[config.mk]
export PLATFORM = sky130hd
export DESIGN_NAME = race_ctl
export DESIGN_NICKNAME = d
export VERILOG_FILES = /design/src/rtl/race_pkg.sv /design/src/rtl/frame_tick_gen.sv /design/src/rtl/race_ctl.sv
export SDC_FILE = /design/constraint.sdc
export NUM_CORES = 1
export LEC_CHECK = 0
export BUFFER_PORTS_ARGS = -buffer_cell sky130_fd_sc_hd__buf_2
export CORE_MARGIN = 2
export CORE_UTILIZATION = 60
export DETAILED_ROUTE_END_ITERATION = 8
export HOLD_SLACK_MARGIN = 0.05
export PLACE_DENSITY_LB_ADDON = 0.3
export SETUP_SLACK_MARGIN = 0.02
export SYNTH_ARGS = -nofsm -noshare
export SYNTH_HDL_FRONTEND = slang
export SYNTH_HIERARCHICAL = 1
export SYNTH_SLANG_ARGS = --single-unit
export TNS_END_PERCENT = 20
[constraint.sdc]
create_clock -name pclk -period 6.4 [get_ports pclk]
set_input_delay 1.6 -clock pclk [delete_from_list [all_inputs] [get_ports pclk]]
set_output_delay 1.6 -clock pclk [all_outputs]
set_load 0.005 [all_outputs]
[src/rtl/race_pkg.sv]
// Shared race definitions: state encoding, HUD-facing widths, frame counter sizing helper.
// Latency: n/a (package only).
// Backpressure: n/a.
//
// Used by race_ctl and by the HUD digit ROMs, which decode countdown and lap_count
// with the same CNT_W / LAP_W widths.
package race_pkg;

    // Width of the lap counter and of the countdown digit as seen by the HUD.
    localparam int LAP_W   = 4;
    localparam int CNT_W   = 3;

    // Race sequencer state encoding. Kept as plain constants so legacy
    // decoders that compare raw state codes keep working.
    localparam int STATE_W = 3;
    localparam logic [2:0] ST_IDLE      = 3'd0;
    localparam logic [2:0] ST_COUNTDOWN = 3'd1;
    localparam logic [2:0] ST_RACING    = 3'd2;
    localparam logic [2:0] ST_FINISHED  = 3'd3;
    localparam logic [2:0] ST_TIMEOUT   = 3'd4;

    // Frame counter width: enough bits to count 0 .. max(a,b)-1, never zero wide.
    function automatic int fcnt_width(input int a, input int b);
        int m;
        m = (a > b) ? a : b;
        return (m < 2) ? 1 : $clog2(m);
    endfunction

endpackage

[src/rtl/frame_tick_gen.sv]
// Frame tick generator: vblnk rising-edge detector plus a wrapping frame counter with terminal-count flag.
// Latency: tick_o is high 1 cycle after the vblnk rise; counter advances on the edge after that.
// Backpressure: none; vblnk is sampled every cycle and every rising edge yields exactly one tick.
//
// Ports:
//   clk_i, rst_i   clock, asynchronous active-high reset
//   vblnk_i        vertical blanking level from the video timing generator
//   clr_i          holds the counter at zero (wins over en_i)
//   en_i           counter advances on each tick while high
//   tc_val_i       terminal count; the counter wraps to zero on a tick at this value
//   tick_o         registered one-cycle frame tick
//   tc_o           counter currently equals tc_val_i (a tick now completes the period)
module frame_tick_gen #(
    parameter int FCNT_W = 8
) (
    input  logic              clk_i,
    input  logic              rst_i,
    input  logic              vblnk_i,
    input  logic              clr_i,
    input  logic              en_i,
    input  logic [FCNT_W-1:0] tc_val_i,
    output logic              tick_o,
    output logic              tc_o
);

    logic              vblnk_q;
    logic              tick_q;
    logic              tick_d;
    logic [FCNT_W-1:0] cnt_q;
    logic [FCNT_W-1:0] cnt_d;

    // Only the 0->1 transition counts, so a long blanking interval is one frame.
    assign tick_d = vblnk_i & ~vblnk_q;

    always_comb begin
        cnt_d = cnt_q;
        if (clr_i) begin
            cnt_d = '0;
        end else if (en_i && tick_q) begin
            cnt_d = (cnt_q == tc_val_i) ? '0 : cnt_q + 1'b1;
        end
    end

    always_ff @(posedge clk_i or posedge rst_i) begin
        if (rst_i) begin
            vblnk_q <= 1'b0;
            tick_q  <= 1'b0;
            cnt_q   <= '0;
        end else begin
            vblnk_q <= vblnk_i;
            tick_q  <= tick_d;
            cnt_q   <= cnt_d;
        end
    end

    assign tick_o = tick_q;
    assign tc_o   = (cnt_q == tc_val_i);

endmodule

[src/rtl/race_ctl.sv]
// Race sequencer: 3-2-1 countdown, gated racing with lap counting, finish/timeout result hold, race_done.
// Latency: registered outputs, 1 cycle from inputs; 2 cycles from a vblnk rise (frame tick path).
// Backpressure: none; all inputs are levels or single-cycle pulses consumed on arrival.
//
// Ports:
//   pclk, rst          pixel clock, asynchronous active-high reset
//   track_visible      rising edge starts a race from IDLE; low aborts any running race
//   vblnk              frame timing; each rising edge is one frame tick
//   lap_finished       1-cycle lap pulse; counted only with checkpoints_ok high
//   checkpoints_ok     all checkpoints passed for the lap in progress
//   max_time_exceeded  lap timer overflow; ends the race as a timeout
//   countdown          countdown digit, 0 outside COUNTDOWN
//   controls_en        enables car key input while racing
//   timer_start        1-cycle lap timer start pulse
//   timer_stop         lap timer freeze level during the result hold
//   lap_count          valid laps of the current/last race
//   timed_out          last race ended by timeout
//   race_done          1-cycle pulse after the result hold
module race_ctl
    import race_pkg::*;
#(
    parameter int FRAMES_PER_STEP = 60,
    parameter int COUNT_STEPS     = 3,
    parameter int LAP_TARGET      = 3,
    parameter int HOLD_FRAMES     = 180
) (
    input  logic             pclk,
    input  logic             rst,
    input  logic             track_visible,
    input  logic             vblnk,
    input  logic             lap_finished,
    input  logic             checkpoints_ok,
    input  logic             max_time_exceeded,
    output logic [CNT_W-1:0] countdown,
    output logic             controls_en,
    output logic             timer_start,
    output logic             timer_stop,
    output logic [LAP_W-1:0] lap_count,
    output logic             timed_out,
    output logic             race_done
);

    localparam int FCNT_W = fcnt_width(FRAMES_PER_STEP, HOLD_FRAMES);
    localparam logic [FCNT_W-1:0] STEP_TC  = FCNT_W'(FRAMES_PER_STEP - 1);
    localparam logic [FCNT_W-1:0] HOLD_TC  = FCNT_W'(HOLD_FRAMES - 1);
    localparam logic [CNT_W-1:0]  CNT_INIT = CNT_W'(COUNT_STEPS);
    localparam logic [LAP_W-1:0]  LAP_MAX  = LAP_W'(LAP_TARGET);

    logic [STATE_W-1:0] state_q, state_d;
    logic [CNT_W-1:0]   cd_q, cd_d;
    logic               ce_q, ce_d;
    logic               tstart_q, tstart_d;
    logic               tstop_q, tstop_d;
    logic [LAP_W-1:0]   lap_q, lap_d;
    logic               to_q, to_d;
    logic               done_q, done_d;
    logic               tv_q;

    logic               tv_rise;
    logic               abort;
    logic               valid_lap;
    logic               frame_tick;
    logic               frame_tc;
    logic               period_end;
    logic               fcnt_clr;
    logic [FCNT_W-1:0]  fcnt_tc_val;

    assign tv_rise   = track_visible & ~tv_q;
    assign abort     = (state_q != ST_IDLE) && !track_visible;
    assign valid_lap = lap_finished & checkpoints_ok;

    // The frame counter only runs while a timed phase is active: countdown
    // steps and the result hold. Holding it at zero in IDLE and RACING means
    // every timed phase starts from a clean count without an explicit load.
    assign fcnt_clr    = (state_q == ST_IDLE) || (state_q == ST_RACING);
    assign fcnt_tc_val = (state_q == ST_COUNTDOWN) ? STEP_TC : HOLD_TC;
    assign period_end  = frame_tick & frame_tc;

    frame_tick_gen #(
        .FCNT_W   (FCNT_W)
    ) u_frame_tick (
        .clk_i    (pclk),
        .rst_i    (rst),
        .vblnk_i  (vblnk),
        .clr_i    (fcnt_clr),
        .en_i     (~fcnt_clr),
        .tc_val_i (fcnt_tc_val),
        .tick_o   (frame_tick),
        .tc_o     (frame_tc)
    );

    always_comb begin
        state_d  = state_q;
        cd_d     = cd_q;
        ce_d     = ce_q;
        tstart_d = 1'b0;
        tstop_d  = tstop_q;
        lap_d    = lap_q;
        to_d     = to_q;
        done_d   = 1'b0;

        if (abort) begin
            // Leaving the track overrides every other event; lap_count and
            // timed_out are left as they were for the HUD.
            state_d = ST_IDLE;
            cd_d    = '0;
            ce_d    = 1'b0;
            tstop_d = 1'b0;
        end else begin
            case (state_q)
                ST_IDLE: begin
                    if (tv_rise) begin
                        state_d = ST_COUNTDOWN;
                        cd_d    = CNT_INIT;
                        lap_d   = '0;
                        to_d    = 1'b0;
                    end
                end

                ST_COUNTDOWN: begin
                    if (period_end) begin
                        cd_d = cd_q - 1'b1;
                        if (cd_q == CNT_W'(1)) begin
                            state_d  = ST_RACING;
                            tstart_d = 1'b1;
                        end
                    end
                end

                ST_RACING: begin
                    // Controls come up one cycle after timer_start, i.e. on
                    // the first edge seen while already in RACING.
                    ce_d = 1'b1;
                    if (max_time_exceeded) begin
                        // Timeout beats a lap completing in the same cycle.
                        state_d = ST_TIMEOUT;
                        to_d    = 1'b1;
                        ce_d    = 1'b0;
                        tstop_d = 1'b1;
                    end else if (valid_lap) begin
                        if (lap_q < LAP_MAX) begin
                            lap_d = lap_q + 1'b1;
                        end
                        if (lap_q >= LAP_MAX - LAP_W'(1)) begin
                            state_d = ST_FINISHED;
                            ce_d    = 1'b0;
                            tstop_d = 1'b1;
                        end
                    end
                end

                ST_FINISHED, ST_TIMEOUT: begin
                    if (period_end) begin
                        state_d = ST_IDLE;
                        tstop_d = 1'b0;
                        done_d  = 1'b1;
                    end
                end

                default: begin
                    state_d = ST_IDLE;
                    cd_d    = '0;
                    ce_d    = 1'b0;
                    tstop_d = 1'b0;
                end
            endcase
        end
    end

    always_ff @(posedge pclk or posedge rst) begin
        if (rst) begin
            state_q  <= ST_IDLE;
            cd_q     <= '0;
            ce_q     <= 1'b0;
            tstart_q <= 1'b0;
            tstop_q  <= 1'b0;
            lap_q    <= '0;
            to_q     <= 1'b0;
            done_q   <= 1'b0;
            tv_q     <= 1'b0;
        end else begin
            state_q  <= state_d;
            cd_q     <= cd_d;
            ce_q     <= ce_d;
            tstart_q <= tstart_d;
            tstop_q  <= tstop_d;
            lap_q    <= lap_d;
            to_q     <= to_d;
            done_q   <= done_d;
            tv_q     <= track_visible;
        end
    end

    assign countdown   = cd_q;
    assign controls_en = ce_q;
    assign timer_start = tstart_q;
    assign timer_stop  = tstop_q;
    assign lap_count   = lap_q;
    assign timed_out   = to_q;
    assign race_done   = done_q;

endmodule

# Yosys cells after proc, flatten, opt, wreduce, memory -nomap -nowiden
# Cells that the tools add are included.
[word_totals] reg_bits=26 output_inout_bits=12 elab_cells=105 in_bits=7
[classes] reduce_logical=17 magnitude_cmp=2 bitwise=8 addsub=3 mux=43 n_eq_ne=20
[op_table] operator="2-to-1 mux 3 bit" n=11
[op_table] operator="2-to-1 mux 8 bit" n=4
[op_table] operator="2-to-1 mux 1 bit" n=18
[op_table] operator="2-to-1 mux 4 bit" n=4
[op_table] operator="one-hot mux 3 bit (4 select lines)" n=1
[op_table] operator="AND reduction 6 bit" n=2
[op_table] operator="inequality test 3 bit, second input constant" n=3
[op_table] operator="one-hot mux 3 bit (3 select lines)" n=1
[op_table] operator="adder 8 x 1 -> 8 bit, second input constant" n=1
[op_table] operator="equality test 8 bit" n=1
[op_table] operator="inequality test 2 x 1 -> 1 bit, second input constant" n=4
[op_table] operator="inequality test 2 bit, second input constant" n=4
[op_table] operator="one-hot mux 4 bit (2 select lines)" n=1
[op_table] operator="AND reduction 4 bit" n=2
[op_table] operator="equality test 3 x 1 -> 1 bit, second input constant" n=2
[op_table] operator="equality test 3 x 2 -> 1 bit, second input constant" n=2
[op_table] operator="adder 4 x 1 -> 4 bit, second input constant" n=1
[op_table] operator="bitwise AND 1 bit" n=4
[op_table] operator="greater-or-equal comparator 4 x 2 -> 1 bit, second input constant" n=1
[op_table] operator="less-than comparator 4 x 2 -> 1 bit, second input constant" n=1
[op_table] operator="inequality test 4 x 3 -> 1 bit, second input constant" n=1
[op_table] operator="inequality test 4 bit, second input constant" n=1
[op_table] operator="inverter 1 bit" n=4
[op_table] operator="one-hot mux 1 bit (2 select lines)" n=2
[op_table] operator="14 further kinds" n=17

# Longest topological paths before layout
# Gate-level depths: netlist (run 1).
[logic_depth] depth_word=7 depth_mapped=11 mapped_depth_nobuf=10

# Cells and area by module
# Netlist (run 1), hierarchy kept.
[by_module_without_submodules] module="race_ctl" n_inst=1 seq_area_each_um2=400.4 area_per_inst_um2=1024.7 cells_per_inst=111
[by_module_without_submodules] module="frame_tick_gen" n_inst=1 seq_area_each_um2=250.2 area_per_inst_um2=595.6 cells_per_inst=58

# Worst setup path before layout (run 1)
# Ideal clock, no wire load.
[synth_path] path_kind="input -> register" start="input track_visible" end="register cd_q[2], in the netlist countdown[2]" n_path_buf=0 t_required_ps=6279 path_stages=4 setup_ps=121 slack_ps=3947 arrival_ps=2332 path_cell_list="and2_1 a221oi_4 o221ai_1 o2bb2ai_1"
[synth_between] elab_chain_len=4 word_cells_on_any_way=8 cone_classes="3 x eq/ne; 1 x mux; 1 x bitwise; 3 x reduce/logical"
[synth_lines] element="start: declaration" line_no="race_ctl.sv:29" rtl="input logic track_visible,"
[synth_lines] element="logical NOT 1 bit" line_no="race_ctl.sv:69" rtl="assign abort = (state_q != ST_IDLE) && !track_visible;"
[synth_lines] element="logical AND 1 bit" line_no="race_ctl.sv:69"
[synth_lines] element="inequality test 3 bit (no source line) or inequality test 2 x 1 -> 1 bit (tied branches)"
[synth_lines] element="AND reduction 3 bit (no source line)"
[synth_lines] element="end signal: assignment" line_no="race_ctl.sv:173" rtl="cd_q <= '0;"
[synth_lines] element="end signal: assignment" line_no="race_ctl.sv:183" rtl="cd_q <= cd_d;"
[synth_lines] element="end: declaration" line_no="race_ctl.sv:50" rtl="logic [CNT_W-1:0] cd_q, cd_d;"
# Parallel ways exist; a longest one is shown, timed or not.
# A chain may end at the register's enable or synchronous reset.

# Worst setup path after layout (run 1)
[layout_path] start="register state_q[0]" end="register cd_q[2], in the netlist countdown[2]"
[layout_between] elab_chain_len=6 word_cells_on_any_way=17 cone_classes="8 x eq/ne; 3 x mux; 1 x bitwise; 5 x reduce/logical"
[layout_lines] element="start: declaration" line_no="race_ctl.sv:49" rtl="logic [STATE_W-1:0] state_q, state_d;"
[layout_lines] element="start signal: assignment" line_no="race_ctl.sv:182" rtl="state_q <= state_d;"
[layout_lines] element="equality test 3 x 1 -> 1 bit" line_no="race_ctl.sv:76" rtl="assign fcnt_tc_val = (state_q == ST_COUNTDOWN) ? STEP_TC : HOLD_TC;"
[layout_lines] element="2-to-1 mux 8 bit" line_no="race_ctl.sv:76"
[layout_lines] element="via fcnt_tc_val[3]" line_no="race_ctl.sv:66" rtl="logic [FCNT_W-1:0] fcnt_tc_val;"
[layout_lines] element="equality test 8 bit" line_no="frame_tick_gen.sv:57" rtl="assign tc_o = (cnt_q == tc_val_i);"
[layout_lines] element="via frame_tc" line_no="race_ctl.sv:63" rtl="logic frame_tc;"
[layout_lines] element="bitwise AND 1 bit" line_no="race_ctl.sv:77" rtl="assign period_end = frame_tick & frame_tc;"
[layout_lines] element="inequality test 3 bit (no source line)"
[layout_lines] element="AND reduction 3 bit (no source line)"
# The timed path passes the listed nets, and every way through them passes these cells.

==> results of run 1 <==
## sequential cells by signal (all words and copies together), names as in the netlist, 3 cells and up
register / flops
state_q: 3
lap_count: 4
u_frame_tick/cnt_q: 8
countdown: 3
## cells in the mapped netlist, drive strengths merged (4+ instances only)
cell type / instances
a21oi: 4
o21ai: 12
nand3: 5
nor2b: 6
buf: 6
nor3: 14
nand2: 12
nand4: 4
nor2: 13
xnor2: 14
ha: 5
inv: 9
dfrtp: 26
## cells in the final DEF, fill, tap and decap left out, types with 3 or more instances in the layout
master	n
sky130_fd_sc_hd__nand2_1	10
sky130_fd_sc_hd__buf_2	18
sky130_fd_sc_hd__nand3_1	5
sky130_fd_sc_hd__nor2_1	12
sky130_fd_sc_hd__and2_1	3
sky130_fd_sc_hd__dfrtp_1	26
sky130_fd_sc_hd__ha_1	5
sky130_fd_sc_hd__nor3_1	11
sky130_fd_sc_hd__a21oi_1	3
sky130_fd_sc_hd__nor2b_1	6
sky130_fd_sc_hd__clkbuf_4	3
sky130_fd_sc_hd__o21ai_1	3
sky130_fd_sc_hd__xnor2_1	14
sky130_fd_sc_hd__nand4_1	3
sky130_fd_sc_hd__o21ai_0	8
sky130_fd_sc_hd__conb_1	6
sky130_fd_sc_hd__o2111ai_1	3
sky130_fd_sc_hd__inv_1	9
## cell type report
type / instances / share of cell area
well taps: 30 / 0.0214
multi-input cells: 132 / 0.523
repair buffers: 18 / 0.0515
flip-flops and latches: 26 / 0.372
inverters: 9 / 0.0193
clock buffers: 3 / 0.0129
## kinds of logic (layout without fill, tap and decap cells)
family                   Yosys count  count (layout)
AO/OA/AOI/OAI                     38              38
buffers and inverters             15              30
XOR/XNOR                          14              14
flip-flops                        26              26
adder cells (fa/ha/maj)            5               5
other                              2               6
AND/OR/NAND/NOR                   68              68
multiplexers                       1               1
## how the worst max path moves through the flow
stage                  start           end  slack (ns)
2_1_floorplan  track_visible  countdown[2]        3.95
3_3_place_gp   track_visible  countdown[2]        3.65
3_5_place_dp   track_visible  countdown[2]        3.57
4_1_cts           state_q[0]  countdown[2]        3.66
5_1_grt           state_q[0]  countdown[2]        3.30
6_report          state_q[0]  countdown[2]        3.61
## per-stage QoR
stage               instances  hold slack (ns)  setup WS (ns)
floorplan                 173            0.378           3.95
global placement          215            0.383           3.65
detailed placement        215            0.401           3.57
CTS                       218            0.419           3.66
global route              218            0.439           3.30
finish                    218            0.413           3.61
## critical path, cell delays in order, from the launching register on
cell	delay, ns
sky130_fd_sc_hd__dfrtp_1	0.62
sky130_fd_sc_hd__inv_1	0.21
sky130_fd_sc_hd__nor3_1	0.32
sky130_fd_sc_hd__inv_1	0.09
sky130_fd_sc_hd__xnor2_1	0.17
sky130_fd_sc_hd__nand4_2	0.18
sky130_fd_sc_hd__nor2_1	0.18
sky130_fd_sc_hd__nand2_1	0.20
sky130_fd_sc_hd__a221oi_4	0.38
sky130_fd_sc_hd__o221ai_1	0.17
sky130_fd_sc_hd__o2bb2ai_1	0.17
## routing by layer
layer,GRT usage,up-vias,routed length [um]
met5,0,-,0
met4,0.122,0,53
met3,0.0279,6,93
met2,0.393,34,1740
met1,0.276,630,1500
li1,-,641,-
## power breakdown
part	leakage, nW	switching (mW)	internal, mW	total, mW
logic	0.436	0.0854	0.0528	0.138
registers	0.349	0.0204	0.175	0.195
clock network	0.0138	0.0469	0.0220	0.0689
total	0.799	0.153	0.250	0.402
==> flow_metrics.py, run 1 <==
metrics = {
    "layout": {
        "area.growth.synth_to_final_pct": 8.03,
        "drive_gt1_frac": 0.191,
        "postLayoutCoreUtil": 0.694,
        "design_area_um2": 1750,
        "n_antenna_cell": 0,
        "layout.nets": 202,
        "fill_cells": 197,
        "multi_input_comb_area_um2": 916,
        "sequential_cell_area_um2": 651,
    },
    "logic_synthesis": {
        "muxShareOfSynthArea": 0.00618,
        "synth.ff_latch_count": 26,
        "synth_top_flop_cell": "sky130_fd_sc_hd__dfrtp_1",
        "yosys.area_share.xor_xnor": 0.0757,
        "synth_sequential_area_ratio": 0.402,
        "synthDominantCellAreaShare": 0.402,
        "synth_edf_count": 0,
        "synth-compound-area-share": 0.179,
        "main_combinational_cell_family_by_area_after_synthesis": "simple AND/OR/NAND/NOR gates",
        "synth_cell_types": 50,
        "yosys.area.top_type": "sky130_fd_sc_hd__dfrtp_1",
        "synthArstFlopShare": 1.00,
        "netlist_area_um2": 1620,
        "post_synth.cell_area_avg_um2": 9.59,
        "yosysWarningCount": 6,
        "yosys.area_share.adder": 0.0386,
        "synth-simple-area-share": 0.252,
        "synthesis.instances": 169,
        "synth.area.top_cells": "sky130_fd_sc_hd__dfrtp_1, sky130_fd_sc_hd__xnor2_1, sky130_fd_sc_hd__ha_1, sky130_fd_sc_hd__nor3_1, sky130_fd_sc_hd__nor2_1",
    },
    "timing": {
        "maxClockFrequency_ghz": 0.358,
        "final_hold_viol_count": 0,
        "slew_viol_final": 0,
        "maxSlewHeadroom": 0.579,
        "timing_worst_slew_pin_value_ns": 0.631,
        "tns_ns": 0,
        "clock_skew_ns": 0.0118,
        "post-route-period-util": 0.436,
        "finalWorstPathRequiredPeriod_ns": 2.79,
        "finalSetupViolCount": 0,
        "unrepaired_setup_endpoints_after_global_routing": "false",
    },
    "global_routing": {
        "grt_antenna_before_repair": 0,
        "gr-usage-all-layers": 0.228,
        "globalRouteOverflowTotal": 0,
        "grt_start_max_net_pins": 19,
        "first_pass_grt_wire_length_mm": 5.73,
        "grt_pass1_vias": 1329,
    },
    "die": {
        "coreArea_um2": 2520,
        "row_count": 18,
        "initial_utilization": 0.642,
        "dieHeight_um": 56.0,
        "overall_die_area_um2": 3130,
        "die_width_um": 56.0,
        "ios": 19,
    },
    "hold_path": {
        "worstHoldPathCells": 1,
        "worst_hold_startpoint": "u_frame_tick/vblnk_q",
        "min_path_type": "reg2reg",
        "hold_end": "u_frame_tick/tick_o",
    },
    "clocking": {
        "htree_levels": 1,
        "numCtsBuffers": 3,
        "worstSkewPairLatency_ns": 0.32,
        "clock_tree_from_tritoncts": "built",
        "post-cts-setup-buffers": 0,
        "clock_tree.buffer_depth": 2,
        "post_cts_resized": 0,
        "cts.hold.buffers_added": 0,
        "cts.root.buffer_cell": "sky130_fd_sc_hd__clkbuf_4",
        "clkSinkCount": 26,
        "clock_pin_slew_on_the_worst_setup_and_hold_paths_ns": 0.14,
    },
    "detailed_routing": {
        "postRouteAntennaNets": 0,
        "detail_route.drc_violations": 0,
        "avgViaCountPerCell": 6.01,
        "first_iter_violations": 37,
        "drt_wl_total_mm": 3.38,
        "wire_per_inst_um": 15.5,
        "dr.pass1.iters": 4,
        "vias": 1311,
    },
    "setup_path": {
        "worst_setup_path_start_kind": "flip-flop",
        "reg2reg_from": "state_q[0]",
        "worstSetupEndpointType": "flip-flop",
        "arrival_worst_endpoint_ns": 3.01,
        "timing_worst_setup_path_type": "reg2reg",
        "critical_path_peak_fanout": 11,
        "critical_path_required_ns": 6.62,
        "r2r_cells": 10,
        "critical_path.reg2reg.endpoint": "countdown[2]",
        "reg2reg_setup_slack_ns": 3.61,
    },
    "run": {
        "drv_cap": 0,
    },
    "place": {
        "placed_cell_area_um2": 1730,
        "post-dp-hpwl_mm": 2.44,
        "port_buffers": 18,
        "place.gp.congestion": 0.863,
    },
    "power": {
        "ir_drop_uv": 180,
        "power.density_cell_area_nw_per_um2": 230,
        "finalPower_mw": 0.402,
        "p_leak_nw": 0.799,
    },
    "status": {
        "run_status": "completed",
    },
}
(Power assumes the default switching activity.)
==> inputs of run 2 (changes only) <==
Settings changed: ABC_AREA set to 1, CORE_UTILIZATION 60 to 52.
Clock period 6.4 ns to 2.4 ns, I/O delays scaled along.
==> flow_metrics.py, run 2 <==
metrics = {
    "status": {
        "run_status": "completed",
    },
    "detailed_routing": {
        "postRouteAntennaNets": 0,
        "vias": 1372,
        "avgViaCountPerCell": 4.70,
        "drt_wl_total_mm": 3.15,
        "dr.pass1.iters": 4,
        "first_iter_violations": 41,
        "detail_route.drc_violations": 0,
        "wire_per_inst_um": 10.8,
    },
    "die": {
        "overall_die_area_um2": 3700,
        "dieHeight_um": 60.8,
        "ios": 19,
        "row_count": 20,
        "initial_utilization": 0.550,
        "die_width_um": 60.8,
        "coreArea_um2": 3050,
    },
    "hold_path": {
        "min_path_type": "in2async",
    },
    "place": {
        "port_buffers": 18,
        "place.gp.congestion": 0.854,
        "post-dp-hpwl_mm": 2.48,
    },
    "timing": {
        "tns_ns": 0,
        "unrepaired_setup_endpoints_after_global_routing": "false",
        "finalSetupViolCount": 0,
        "finalWorstPathRequiredPeriod_ns": 2.19,
        "final_hold_viol_count": 0,
        "maxClockFrequency_ghz": 0.456,
        "maxSlewHeadroom": 0.568,
        "clock_skew_ns": 0.00820,
        "timing_worst_slew_pin_value_ns": 0.648,
        "slew_viol_final": 0,
        "post-route-period-util": 0.914,
    },
    "layout": {
        "layout.nets": 261,
        "sequential_cell_area_um2": 652,
        "layout_common_cells": "sky130_fd_sc_hd__nand2_1, sky130_fd_sc_hd__inv_1, sky130_fd_sc_hd__dfrtp_1",
        "multi_input_comb_area_um2": 913,
        "fill_cells": 310,
        "largest_reg_flops": 8,
        "mostFrequentLayoutCell": "sky130_fd_sc_hd__nand2_1",
        "largest-register": "u_frame_tick/cnt_q",
        "n_antenna_cell": 0,
        "drive_gt1_frac": 0.262,
        "area.growth.synth_to_final_pct": 12.0,
    },
    "setup_path": {
        "r2r_cells": 15,
        "timing_worst_setup_path_type": "reg2reg",
        "critical_path_peak_fanout": 5,
        "arrival_worst_endpoint_ns": 2.42,
        "worst_setup_path_start_kind": "flip-flop",
        "critical_path_required_ns": 2.62,
        "reg2reg_setup_slack_ns": 0.21,
        "worstSetupEndpointType": "flip-flop",
    },
    "clocking": {
        "worstSkewPairLatency_ns": 0.33,
        "post-cts-setup-buffers": 0,
        "cts.hold.buffers_added": 0,
        "clock_pin_slew_on_the_worst_setup_and_hold_paths_ns": 0.14,
        "post_cts_resized": 0,
        "clock_tree_from_tritoncts": "built",
        "cts.root.buffer_cell": "sky130_fd_sc_hd__clkbuf_4",
        "clkSinkCount": 26,
        "htree_levels": 1,
        "numCtsBuffers": 3,
        "clock_tree.buffer_depth": 2,
    },
    "logic_synthesis": {
        "synth.ff_latch_count": 26,
        "synthDominantCellAreaShare": 0.387,
        "synth.area.top_cells": "sky130_fd_sc_hd__dfrtp_1, sky130_fd_sc_hd__nand2_1, sky130_fd_sc_hd__inv_1, sky130_fd_sc_hd__nand2_4, sky130_fd_sc_hd__ha_1",
        "synth_edf_count": 0,
        "netlist_area_um2": 1680,
        "synth_sequential_area_ratio": 0.387,
        "yosysWarningCount": 6,
        "yosys.area.top_type": "sky130_fd_sc_hd__dfrtp_1",
        "synthArstFlopShare": 1.00,
        "most_numerous_cell_in_the_yosys_netlist": "sky130_fd_sc_hd__nand2_1",
        "synthesis.instances": 219,
        "post_synth_most_frequent_cells": "sky130_fd_sc_hd__nand2_1, sky130_fd_sc_hd__dfrtp_1, sky130_fd_sc_hd__inv_1",
        "post_synth.cell_area_avg_um2": 7.67,
        "synth_cell_types": 31,
        "synth_top_flop_cell": "sky130_fd_sc_hd__dfrtp_1",
    },
    "power": {
        "p_int_mw": 1.00,
        "clock_power_share": 0.117,
        "power.combinational.fraction": 0.550,
        "ir_drop_uv": 673,
        "p_leak_nw": 1.07,
        "power_switching_share": 0.482,
        "power.density_cell_area_nw_per_um2": 1030,
        "finalPower_mw": 1.93,
        "net-switching-power_mw": 0.929,
        "seqPwrFrac": 0.334,
    },
    "global_routing": {
        "first_pass_grt_wire_length_mm": 5.27,
        "globalRouteOverflowTotal": 0,
        "grt_start_max_net_pins": 17,
        "gr-usage-all-layers": 0.190,
        "grt_antenna_before_repair": 0,
        "grt_pass1_vias": 1247,
    },
    "run": {
        "drv_cap": 0,
    },
}
## run 2: changes by cell type after synthesis, sizes merged, moves of 4 or more
cell,delta
inv,+23
nor3,-13
a21oi,+4
nand3,+6
nor2,+8
xnor2,-11
buf,-4
o21ai,-4
nand2,+71
nor2b,-6
## run 2: layer usage
layer / global-route usage / share of wire / up-vias / wire [um]
li1: - / - / 731 / -
met1: 0.256 / 0.50 / 615 / 1560
met2: 0.320 / 0.46 / 24 / 1470
met3: 0.0213 / 0.032 / 2 / 102
met4: 0.0652 / 0.0076 / 0 / 24
met5: 0 / 0 / - / 0
## run 2: critical path, stage by stage, from the launching register on
cell and delay (ns):
sky130_fd_sc_hd__dfrtp_1 0.50, sky130_fd_sc_hd__nor2_2 0.18, sky130_fd_sc_hd__nand2_1 0.14, sky130_fd_sc_hd__inv_1 0.13, sky130_fd_sc_hd__xnor2_1 0.13, sky130_fd_sc_hd__nand2_1 0.08, sky130_fd_sc_hd__nor2_2 0.12, sky130_fd_sc_hd__nand2_4 0.09
sky130_fd_sc_hd__inv_1 0.07, sky130_fd_sc_hd__nand2_1 0.12, sky130_fd_sc_hd__nand4_1 0.17, sky130_fd_sc_hd__nand2_2 0.08, sky130_fd_sc_hd__nor2_4 0.11, sky130_fd_sc_hd__nand2_2 0.07, sky130_fd_sc_hd__nand2_1 0.06, sky130_fd_sc_hd__nand2_1 0.06
## run 2: logic make-up (layout without fill, tap and decap cells)
kind of cell / count (synthesis) / in the layout / synth area share
DFF: 26 / 26 / 0.387
buffers and inverters: 35 / 56 / 0.0871
adders and majority gates: 5 / 5 / 0.0372
and+or+nand+nor: 127 / 127 / 0.383
other: 2 / 10 / 0.00447
xor gates and xnor gates: 6 / 6 / 0.0313
AOI/OAI and AO/OA: 18 / 18 / 0.0693
## run 2: path summary, 6_finish.rpt
kind                                       from                    end
setup / recovery                     state_q[1]             state_q[2]
hold / removal                              rst  u_frame_tick/cnt_q[6]
setup reg to reg                     state_q[1]             state_q[2]
hold reg to reg            u_frame_tick/vblnk_q    u_frame_tick/tick_o
max in group asynchronous                   rst             state_q[2]
min in group pclk                         vblnk   u_frame_tick/vblnk_q
## run 2: per-stage QoR
stage	utilization	instances	area, um2	setup WS, ns	hold WS [ns]
floorplan	-	227	1710	0.500	0.376
global placement	0.604	288	1840	0.369	0.382
detailed placement	0.604	288	1840	0.244	0.389
CTS	0.616	292	1880	0.211	0.244
global route	0.616	292	1880	0.0296	0.253
finish	0.616	292	1880	0.206	0.234
## run 2: cell type report
class	instances	area share
Clock buffer	4	0.0193
Inverter	33	0.0678
Multi-Input combinational cell	166	0.485
Sequential cell	26	0.346
Tap cell	44	0.0293
Timing Repair Buffer	19	0.0519
## run 2: power by group through the flow
stage / combinational, mW / sequential [mW] / clock [mW]
after floorplan: 0.859 / 0.641 / 0
after global placement: 1.04 / 0.649 / 0
after detailed placement: 1.06 / 0.653 / 0
after CTS: 1.06 / 0.645 / 0.235
after global routing: 1.20 / 0.663 / 0.250
final: 1.06 / 0.644 / 0.225
==> inputs of run 3 (changes only) <==
Settings changed: RECOVER_POWER set to 100, TNS_END_PERCENT 20 to not set.
==> flow_metrics.py, run 3 (same netlist as run 2, synthesis figures left out) <==
metrics = {
    "setup_path": {
        "critical-path-slowest-cell": "sky130_fd_sc_hd__dfrtp_1",
        "critical-path-top-delay-family": "simple AND/OR/NAND/NOR gates",
        "r2r_cells": 15,
        "critical_path_required_ns": 2.63,
        "critical_path_peak_fanout": 5,
        "worst_setup_path_start_kind": "flip-flop",
        "worst_path_most_repeated_cell": "sky130_fd_sc_hd__nand2_1",
        "arrival_worst_endpoint_ns": 2.41,
        "timing_worst_setup_path_type": "reg2reg",
        "critical_path.cell_chain": "nor2_2 -> nand2_1 -> inv_1 -> xnor2_1 -> nand2_1 -> nor2_2 -> nand2_4 -> inv_1 -> nand2_1 -> nand4_1 -> nand2_2 -> nor2_4 -> nand2_2 -> nand2_1 -> nand2_1",
        "worstSetupEndpointType": "flip-flop",
        "critical_path_buf_inv_count": 2,
        "worst_path_largest_cell_delay_ns": 0.49,
        "cp.depth": 15,
    },
    "timing": {
        "maxClockFrequency_ghz": 0.458,
        "maxSlewHeadroom": 0.570,
        "finalSetupViolCount": 0,
        "timing_worst_slew_pin_value_ns": 0.644,
        "unrepaired_setup_endpoints_after_global_routing": "false",
        "finalWorstPathRequiredPeriod_ns": 2.18,
        "clock_skew_ns": 0.00680,
        "final_hold_viol_count": 0,
        "post-route-period-util": 0.909,
        "tns_ns": 0,
        "slew_viol_final": 0,
    },
    "layout": {
        "fill_cells": 324,
        "layout.nets": 261,
        "mostFrequentLayoutCell": "sky130_fd_sc_hd__nand2_1",
        "instances_no_fill": 292,
        "multi_input_comb_area_um2": 866,
        "area.growth.synth_to_final_pct": 8.64,
        "sequential_cell_area_um2": 651,
        "largest-register": "u_frame_tick/cnt_q",
        "drive_gt1_frac": 0.198,
        "layout_common_cells": "sky130_fd_sc_hd__nand2_1, sky130_fd_sc_hd__inv_1, sky130_fd_sc_hd__dfrtp_1",
        "n_antenna_cell": 0,
        "largest_reg_flops": 8,
    },
    "die": {
        "initial_utilization": 0.550,
        "overall_die_area_um2": 3700,
        "row_count": 20,
        "dieHeight_um": 60.8,
        "coreArea_um2": 3050,
        "die_width_um": 60.8,
        "ios": 19,
    },
    "clocking": {
        "clock_pin_slew_on_the_worst_setup_and_hold_paths_ns": 0.15,
        "clock_tree_from_tritoncts": "built",
        "worstSkewPairLatency_ns": 0.32,
        "numCtsBuffers": 3,
        "htree_levels": 1,
        "post-cts-setup-buffers": 0,
        "cts.root.buffer_cell": "sky130_fd_sc_hd__clkbuf_4",
        "clkSinkCount": 26,
        "clock_tree.buffer_depth": 2,
    },
    "power": {
        "power_switching_share": 0.476,
        "ir_drop_uv": 659,
        "p_leak_nw": 1.03,
        "p_int_mw": 0.964,
        "clock_power_share": 0.123,
        "seqPwrFrac": 0.348,
        "power.combinational.fraction": 0.530,
        "power.density_cell_area_nw_per_um2": 1010,
        "net-switching-power_mw": 0.878,
    },
    "detailed_routing": {
        "postRouteAntennaNets": 0,
        "first_iter_violations": 43,
        "avgViaCountPerCell": 4.71,
        "dr.pass1.iters": 4,
        "detail_route.drc_violations": 0,
        "vias": 1375,
        "wire_per_inst_um": 10.8,
        "drt_wl_total_mm": 3.15,
    },
    "place": {
        "placed_cells": 288,
        "port_buffers": 18,
        "place.gp.congestion": 0.854,
        "post-dp-hpwl_mm": 2.48,
    },
    "global_routing": {
        "grt_start_max_net_pins": 17,
        "globalRouteOverflowTotal": 0,
        "grt_antenna_before_repair": 0,
        "grt_use_met3": 0.0213,
        "gr-usage-all-layers": 0.190,
        "global_route.usage.met2": 0.320,
        "top_usage_layer": "met2",
        "global_route.usage.met1": 0.256,
        "first_pass_grt_wire_length_mm": 5.27,
        "grt_pass1_vias": 1247,
    },
    "hold_path": {
        "min_path_type": "in2async",
    },
    "status": {
        "run_status": "completed",
    },
    "run": {
        "drv_cap": 0,
    },
}
## run 3: cell count changes in the layout (fill, tap and decap cells not counted), moves of 3 or more
cell	previous run	this run
sky130_fd_sc_hd__a21oi_2	6	2
sky130_fd_sc_hd__buf_2	18	12
sky130_fd_sc_hd__clkbuf_1	0	6
sky130_fd_sc_hd__nand2_4	6	3
sky130_fd_sc_hd__a21oi_1	2	6
## run 3: metal layers
layer,vias to the layer above,wire length [um]
li1,727,-
met1,622,1580
met2,22,1430
met3,4,97
met4,0,37
met5,-,0
## run 3: power by group through the flow
stage	sequential, mW	combinational [mW]	clock (mW)
after detailed placement	0.653	1.06	0
after global routing	0.659	1.12	0.250
after floorplan	0.641	0.859	0
after global placement	0.649	1.04	0
final	0.640	0.976	0.226
after CTS	0.645	1.06	0.235
## run 3: final timing paths
| check | slack, ns | to | from |
|---|---|---|---|
| worst min register to register | 0.40 | u_frame_tick/tick_o | u_frame_tick/vblnk_q |
| min in group pclk | 0.38 | u_frame_tick/vblnk_q | vblnk |
| worst max-delay path | 0.22 | state_q[2] | state_q[2] |
| worst max register to register | 0.22 | state_q[2] | state_q[2] |
| max in group asynchronous | 1.64 | countdown[1] | rst |
| worst min-delay path | 0.23 | u_frame_tick/cnt_q[6] | rst |
## run 3: stage by stage
step / setup slack (ns) / hold slack (ns) / total power, mW / utilization / instance area [um2]
after floorplan: 0.500 / 0.376 / 1.50 / - / 1710
after global placement: 0.369 / 0.382 / 1.69 / 0.604 / 1840
after detailed placement: 0.244 / 0.389 / 1.71 / 0.604 / 1840
after CTS: 0.211 / 0.244 / 1.94 / 0.616 / 1880
after global routing: 0.0199 / 0.253 / 2.03 / 0.598 / 1830
final: 0.219 / 0.231 / 1.84 / 0.598 / 1830
## run 3: worst register-to-register path: stages (launching register included)
cell,delay [ns]
sky130_fd_sc_hd__dfrtp_1,0.49
sky130_fd_sc_hd__nor2_2,0.20
sky130_fd_sc_hd__nand2_1,0.14
sky130_fd_sc_hd__inv_1,0.13
sky130_fd_sc_hd__xnor2_1,0.13
sky130_fd_sc_hd__nand2_1,0.08
sky130_fd_sc_hd__nor2_2,0.12
sky130_fd_sc_hd__nand2_4,0.07
sky130_fd_sc_hd__inv_1,0.06
sky130_fd_sc_hd__nand2_1,0.11
sky130_fd_sc_hd__nand4_1,0.18
sky130_fd_sc_hd__nand2_2,0.08
sky130_fd_sc_hd__nor2_4,0.10
sky130_fd_sc_hd__nand2_2,0.07
sky130_fd_sc_hd__nand2_1,0.06
sky130_fd_sc_hd__nand2_1,0.06
## run 3: final cells by class
| cell class | instances | share of cell area |
|---|---|---|
| multi-input combinational | 166 | 0.474 |
| sequential | 26 | 0.356 |
| inverter | 33 | 0.0699 |
| timing repair buffer | 19 | 0.0493 |
| tap | 44 | 0.0302 |
| clock buffer | 4 | 0.0199 |
## run 3: what timing repair did
action                                  CTS  global route
endpoints found under the setup margin    0             1
resized for setup                         0             1
hold buffers                              0             0
